File: src/rtl/bus_cpu_core_if.sv
// Instruction handshake bundle for bus_cpu_core.
// Master offers instructions; slave (core) accepts and pulses done.
interface bus_cpu_core_if #(
  parameter int WIDTH = 8,
  parameter int RW    = 2
);
  logic              instr_valid;
  logic              instr_ready;
  logic [4+3*RW-1:0] instr;
  logic [WIDTH-1:0]  instr_imm;
  logic              done;

  modport master (
    output instr_valid, instr, instr_imm,
    input  instr_ready, done
  );

  modport slave (
    input  instr_valid, instr, instr_imm,
    output instr_ready, done
  );
endinterface

File: src/rtl/bus_cpu_core.sv
// Single-bus CPU datapath with a multi-cycle controller.
// Registers, A/B latches and ALU share one muxed internal bus.
module bus_cpu_core #(
  parameter int              WIDTH     = 8,
  parameter int              NREGS     = 4,
  parameter logic [WIDTH-1:0] RESET_VAL = '0,
  localparam int             RW        = $clog2(NREGS)
) (
  input  logic             clk,
  input  logic             reset,
  bus_cpu_core_if.slave    cpu_if,
  output logic             flag_z,
  output logic             flag_c,
  output logic [WIDTH-1:0] bus,
  input  logic [RW-1:0]    dbg_sel,
  output logic [WIDTH-1:0] dbg_data
);

  localparam int IW = 4 + 3*RW;

  localparam logic [3:0] OP_ADD = 4'd1;
  localparam logic [3:0] OP_SUB = 4'd2;
  localparam logic [3:0] OP_AND = 4'd3;
  localparam logic [3:0] OP_OR  = 4'd4;
  localparam logic [3:0] OP_XOR = 4'd5;
  localparam logic [3:0] OP_NOT = 4'd6;
  localparam logic [3:0] OP_SHL = 4'd7;
  localparam logic [3:0] OP_SHR = 4'd8;
  localparam logic [3:0] OP_MOV = 4'd9;
  localparam logic [3:0] OP_LDI = 4'd10;

  typedef enum logic [1:0] {
    S_IDLE, S_LDA, S_LDB, S_EXEC
  } state_t;

  state_t           state_q, state_d;
  logic [IW-1:0]    ir_q;
  logic [WIDTH-1:0] imm_q;
  logic [WIDTH-1:0] a_q;
  logic [WIDTH-1:0] b_q;
  logic [WIDTH-1:0] regs_q [NREGS];
  logic             z_q, c_q;
  logic             done_q, done_d;

  logic [3:0]       op, in_op;
  logic [RW-1:0]    dst, sa, sb;
  logic             accept, in_alu, in_ldi, op_alu;
  logic [WIDTH-1:0] alu_res;
  logic             alu_c;
  logic [WIDTH:0]   sum;

  assign op  = ir_q[IW-1 -: 4];
  assign dst = ir_q[3*RW-1 -: RW];
  assign sa  = ir_q[2*RW-1 -: RW];
  assign sb  = ir_q[RW-1:0];

  assign in_op  = cpu_if.instr[IW-1 -: 4];
  assign in_alu = (in_op != 4'd0) && (in_op <= OP_MOV);
  assign in_ldi = (in_op == OP_LDI);
  assign op_alu = (op != 4'd0) && (op <= OP_MOV);
  assign accept = (state_q == S_IDLE) && cpu_if.instr_valid;

  assign cpu_if.done = done_q;
  assign flag_z      = z_q;
  assign flag_c      = c_q;
  assign dbg_data    = regs_q[dbg_sel];

  // Controller state register
  always_ff @(posedge clk or negedge reset) begin
    if (!reset) state_q <= S_IDLE;
    else        state_q <= state_d;
  end

  // Sequencing: ALU ops load both operands, LDI goes straight to writeback
  always_comb begin
    state_d = state_q;
    done_d  = 1'b0;
    unique case (state_q)
      S_IDLE: begin
        if (accept && in_alu)      state_d = S_LDA;
        else if (accept && in_ldi) state_d = S_EXEC;
        else if (accept)           done_d  = 1'b1;
      end
      S_LDA:  state_d = S_LDB;
      S_LDB:  state_d = S_EXEC;
      S_EXEC: begin
        state_d = S_IDLE;
        done_d  = 1'b1;
      end
      default: state_d = S_IDLE;
    endcase
  end

  // Per-state outputs: handshake ready and bus source select
  always_comb begin
    cpu_if.instr_ready = 1'b0;
    bus                = '0;
    unique case (state_q)
      S_IDLE: cpu_if.instr_ready = 1'b1;
      S_LDA:  bus = regs_q[sa];
      S_LDB:  bus = regs_q[sb];
      S_EXEC: bus = (op == OP_LDI) ? imm_q : alu_res;
      default: bus = '0;
    endcase
  end

  // ALU on latched operands; carry carries borrow/shift-out too
  always_comb begin
    alu_res = '0;
    alu_c   = 1'b0;
    sum     = '0;
    case (op)
      OP_ADD: begin
        sum     = {1'b0, a_q} + {1'b0, b_q};
        alu_res = sum[WIDTH-1:0];
        alu_c   = sum[WIDTH];
      end
      OP_SUB: begin
        sum     = {1'b0, a_q} - {1'b0, b_q};
        alu_res = sum[WIDTH-1:0];
        alu_c   = sum[WIDTH];
      end
      OP_AND: alu_res = a_q & b_q;
      OP_OR:  alu_res = a_q | b_q;
      OP_XOR: alu_res = a_q ^ b_q;
      OP_NOT: alu_res = ~a_q;
      OP_SHL: begin
        alu_res = {a_q[WIDTH-2:0], 1'b0};
        alu_c   = a_q[WIDTH-1];
      end
      OP_SHR: begin
        alu_res = {1'b0, a_q[WIDTH-1:1]};
        alu_c   = a_q[0];
      end
      OP_MOV: alu_res = a_q;
      default: alu_res = '0;
    endcase
  end

  // Datapath: instruction latch, operand latches, writeback, flags
  always_ff @(posedge clk or negedge reset) begin
    if (!reset) begin
      ir_q   <= '0;
      imm_q  <= '0;
      a_q    <= '0;
      b_q    <= '0;
      z_q    <= 1'b0;
      c_q    <= 1'b0;
      done_q <= 1'b0;
      for (int i = 0; i < NREGS; i++) regs_q[i] <= RESET_VAL;
    end else begin
      done_q <= done_d;
      if (accept) begin
        ir_q  <= cpu_if.instr;
        imm_q <= cpu_if.instr_imm;
      end
      if (state_q == S_LDA) a_q <= bus;
      if (state_q == S_LDB) b_q <= bus;
      if (state_q == S_EXEC) begin
        regs_q[dst] <= bus;
        if (op_alu) begin
          z_q <= (bus == '0);
          c_q <= alu_c;
        end
      end
    end
  end

endmodule
File: src/flat_wrapper.sv
// flat-port wrapper written by rule: the top's interface ports become plain ports
module bus_cpu_core_flat 
#(
  parameter int              WIDTH     = 8,
  parameter int              NREGS     = 4,
  parameter logic [WIDTH-1:0] RESET_VAL = '0,
  localparam int             RW        = $clog2(NREGS)
)
  (clk, reset, flag_z, flag_c, bus, dbg_sel, dbg_data, cpu_if_instr_valid, cpu_if_instr, cpu_if_instr_imm, cpu_if_instr_ready, cpu_if_done);
  bus_cpu_core_if #(.WIDTH(WIDTH)) cpu_if_i ();
  input  logic clk;
  input  logic reset;
  output logic flag_z;
  output logic flag_c;
  output logic [WIDTH-1:0] bus;
  input  logic [RW-1:0] dbg_sel;
  output logic [WIDTH-1:0] dbg_data;
  input wire logic [$bits(cpu_if_i.instr_valid)-1:0] cpu_if_instr_valid;
  input wire logic [$bits(cpu_if_i.instr)-1:0] cpu_if_instr;
  input wire logic [$bits(cpu_if_i.instr_imm)-1:0] cpu_if_instr_imm;
  output wire logic [$bits(cpu_if_i.instr_ready)-1:0] cpu_if_instr_ready;
  output wire logic [$bits(cpu_if_i.done)-1:0] cpu_if_done;
  assign cpu_if_i.instr_valid = cpu_if_instr_valid;
  assign cpu_if_i.instr = cpu_if_instr;
  assign cpu_if_i.instr_imm = cpu_if_instr_imm;
  assign cpu_if_instr_ready = cpu_if_i.instr_ready;
  assign cpu_if_done = cpu_if_i.done;
  bus_cpu_core #(.WIDTH(WIDTH), .NREGS(NREGS), .RESET_VAL(RESET_VAL)) u_core (.clk(clk), .reset(reset), .cpu_if(cpu_if_i), .flag_z(flag_z), .flag_c(flag_c), .bus(bus), .dbg_sel(dbg_sel), .dbg_data(dbg_data));
endmodule
File: config.mk
export PLATFORM = sky130hd
export DESIGN_NAME = bus_cpu_core_flat
export DESIGN_NICKNAME = d
export VERILOG_FILES = /design/src/rtl/bus_cpu_core_if.sv /design/src/rtl/bus_cpu_core.sv /design/src/flat_wrapper.sv
export SDC_FILE = /design/constraint.sdc
export NUM_CORES = 1
export LEC_CHECK = 0
export ABC_AREA = 0
export CAP_MARGIN = 40
export CORE_MARGIN = 1
export CORE_UTILIZATION = 40
export DETAILED_ROUTE_END_ITERATION = 10
export PLACE_DENSITY = 0.59
export RECOVER_POWER = 100
export SLEW_MARGIN = 30
export SYNTH_ARGS = -nofsm -noshare
export SYNTH_HDL_FRONTEND = slang
export SYNTH_SLANG_ARGS = --single-unit
File: constraint.sdc
create_clock -name clk -period 3.3 [get_ports clk]
set_clock_uncertainty 0.1 [all_clocks]
set_input_delay 0.33 -clock clk [delete_from_list [all_inputs] [get_ports clk]]
set_output_delay 0.33 -clock clk [all_outputs]
set_load 0.05 [all_outputs]
==> results.py <==
metrics = {
    "timing": {
        "timing.final.ws_setup_ps": 64.7,
        "relSlewSlack_pct": 4.94,
        "slew_violations": 0,
        "rsz0062_at_grt": "true",
        "fin_crit_sh_pct": 98.0,
        "finalCriticalPeriod_ps": 3240,
        "worstMarginPinSlew_ps": 1430,
        "finalSetupViolCount": 0,
        "setup_tns_ps": 0,
        "hold_viol": 0,
        "fmax_mhz": 309,
    },
    "logic_synthesis": {
        "synth-edff-count": 0,
        "ys_seq_area_share_pct": 33.3,
        "avgSynthCellArea_um2": 9.72,
        "ys_ff_latch": 71,
        "ys.flop_type": "dfrtp_1",
        "async_flop_share_pct": 100,
        "synthesis.nets": 601,
        "synth.cell_area_mm2": 0.00533,
        "synth_top_area_share_pct": 33.3,
        "synth_top_area_cell": "dfrtp_1",
        "synth.distinct_cells": 72,
        "ys_warn_count": 0,
        "synth_area_leaders": "dfrtp_1 33%, mux4_2 8.9%, ha_1 6.6%",
        "synth_cells": 548,
    },
    "floorplan": {
        "start_util_pct": 41.6,
        "die-area_mm2": 0.0138,
        "rows": 41,
        "die_x_um": 117,
        "ios": 43,
        "coreArea_mm2": 0.0128,
        "fp.dieH_um": 117,
    },
    "clock_tree": {
        "cts_buffers": 9,
        "clkSinkCount": 71,
        "cts_tree": "done",
        "h-tree-depth": 3,
        "cts_buffer_depth": 2,
        "clk_latency_ps": 330,
        "cts-root-buf": "clkbuf_16",
        "path_clk_slew_ps": 60,
    },
    "finish": {
        "fillers": 1182,
        "synthToLayoutAreaGrowth_pct": 23.1,
        "drive_gt1_share_pct": 23.9,
        "final_area_mm2": 0.00656,
        "diodes": 0,
        "nNetsFinal": 655,
    },
    "pwr": {
        "power.internal_mw": 3.30,
        "p_switching_mw": 2.64,
        "p_seq_share_pct": 26.6,
        "p_leak_nw": 2.78,
        "power_density_mw_per_mm2": 906,
        "netSwitchingFraction_pct": 44.5,
        "peakVddDrop_mv": 0.432,
        "clkPwrFrac_pct": 16.6,
        "finalPower_mw": 5.95,
        "combPwrFrac_pct": 56.8,
    },
    "global_routing": {
        "grt_max_degree": 50,
        "grtUsageTotal_pct": 23.3,
        "antenna_found_initial": 0,
        "grt_first_pass_wirelength_um": 25200,
        "grt-ovfl-total": 0,
        "grt_pass1_vias": 4586,
    },
    "critical_path": {
        "critPathMaxStageDelay_ps": 420,
        "crit_type": "reg2out",
        "crit_slowest_cell": "dfrtp_2",
        "start_kind": "flop",
        "critPathMaxFanout": 4,
        "crit_required_ps": 2870,
        "worst_setup_path_end_kind": "primary output",
        "arrival_ps": 2810,
        "worstPathCellList": "inv_1, ha_1, or2_2, a221oi_4, o41ai_1, mux2_2, a211oi_4, nor2_4, buf_12",
    },
    "min_path": {
        "hold_path_class": "reg2reg",
    },
    "place": {
        "portBuffers": 42,
        "gp_routability_congestion": 0.902,
        "pre_cts_ws_ps": 183,
        "dpl-instance-area_mm2": 0.00612,
        "hpwl_um": 11500,
    },
    "routing": {
        "first_pass_iters": 6,
        "drc_errors": 0,
        "routed_wl_um": 15500,
        "viasPerCell": 5.90,
        "routedWlPerCell_um": 19.9,
        "ant_nets": 0,
        "dr_total_vias": 4596,
        "drt_iter0_drc": 351,
    },
    "outcome": {
        "status": "finished, final reports clean",
    },
    "job": {
        "maxCapViolations": 0,
    },
}
-- power groups by stage --
stage / sequential (mW) / combinational, mW / clock, mW
global route: 1.64 / 3.62 / 1.05
global placement: 1.57 / 3.05 / 0
floorplan: 1.39 / 2.29 / 0
CTS: 1.58 / 3.20 / 0.997
finish: 1.58 / 3.38 / 0.984
detailed placement: 1.59 / 3.08 / 0
-- per-layer routing --
metal / routed length (um) / track usage, % / up-vias
li1: - / - / 2130
met2: 7240 / 37.2 / 158
met3: 673 / 3.94 / 37
met1: 7060 / 30.8 / 2271
met5: 0 / 0 / -
met4: 499 / 10.8 / 0
-- state kept, by name (all words and copies together), names as in the netlist --
register,flops
u_core.regs_q,32
u_core.flag_z,1
u_core.cpu_if.done,1
u_core.a_q,8
u_core.flag_c,1
u_core.b_q,8
u_core.state_q,2
u_core.imm_q,8
u_core.ir_q,10
-- stage by stage --
stage / hold WS [ps] / util [%] / instances
floorplan: -65.6 / - / 548
global placement: 396 / 47.5 / 754
detailed placement: 249 / 47.7 / 755
CTS: 403 / 50.6 / 775
global route: 437 / 51.2 / 779
finish: 387 / 51.2 / 779
-- path summary, 6_finish.rpt --
path,cells after the start,slack [ps],startpoint,to
worst max-delay path,9,60,u_core.b_q[1],bus[7]
worst min-delay path,2,390,u_core.flag_c,u_core.flag_c
worst max register to register,10,360,u_core.b_q[0],u_core.flag_z
worst min register to register,2,390,u_core.flag_c,u_core.flag_c
max in group asynchronous,3,1310,reset,u_core.a_q[4]
min in group asynchronous,3,850,reset,u_core.flag_c
-- cell usage in the layout, fill, tap and decap left out, types with 7 or more instances in the layout --
| cell type | instances |
|---|---|
| dfrtp_1 | 62 |
| nand2_1 | 60 |
| o21ai_0 | 48 |
| buf_4 | 39 |
| inv_1 | 31 |
| clkdlybuf4s50_1 | 30 |
| mux2i_1 | 27 |
| ha_1 | 27 |
| mux2_2 | 22 |
| mux4_2 | 21 |
| nor2_1 | 14 |
| a21oi_1 | 13 |
| a31oi_1 | 9 |
| nand3_1 | 9 |
| nor3b_1 | 9 |
| nand2b_1 | 9 |
| clkbuf_16 | 9 |
| dfrtp_2 | 9 |
| nor2b_1 | 8 |
| buf_12 | 7 |
-- cell type report --
cell class / count / area [um2] / share of cell area (%)
multi-input cells: 400 / 3310 / 50.4
flip-flops and latches: 71 / 1790 / 27.3
repair buffers: 86 / 821 / 12.5
clock buffers: 11 / 243 / 3.70
well taps: 172 / 215 / 3.28
inverters: 34 / 128 / 1.95
clock inverters: 5 / 57.6 / 0.877
-- cell families (layout without fill, tap and decap cells) --
logic type / after synthesis / after routing / share of synthesized area [%]
mux: 70 / 70 / 18.6
fa+ha+maj: 30 / 30 / 7.33
simple gates: 157 / 157 / 16.0
compound gates: 139 / 139 / 18.0
buf+inv: 77 / 136 / 6.06
flops: 71 / 71 / 33.3
xor+xnor: 4 / 4 / 0.658
-- synthesized netlist by cell type, types with 3 or more instances --
master     n
a21o_1     3
a21oi_1   13
a221o_1    3
a221oi_1   8
a22o_1     5
a22oi_1    3
a31oi_1    9
and2_1     5
and3_1     4
and4b_1    3
buf_1      3
buf_2     15
clkbuf_1  23
dfrtp_1   71
ha_1      28
inv_1     32
mux2_2    22
mux2i_1   27
mux4_2    21
nand2_1   60
nand2b_1   9
nand3_1    9
nand3b_1   4
nand4_1    3
nor2_1    14
nor2b_1    8
nor3_1     6
nor3b_1   11
nor4_1     4
nor4bb_1   3
o211ai_1   4
o21a_1     3
o21ai_0   48
o21bai_1   4
o22ai_1    5
o31ai_1    4
-- worst max-delay path: cells and delay by family (launching register included) --
kind	cells	cell delay, ps
and+or+nand+nor	2	460
AOI/OAI and AO/OA	3	730
buffers and inverters	2	290
DFF	1	420
muxes	1	310
adders and majority gates	1	270
-- what timing repair did --
| item | CTS | global route |
|---|---|---|
| hold buffers | 1 | 0 |
| resized for setup | 5 | 20 |
| pin swaps | 3 | 5 |
| buffers inserted | 3 | 4 |
| hold endpoints to repair | 22 | 0 |
| endpoints found under the setup margin | 4 | 6 |
(Power assumes the default switching activity.)
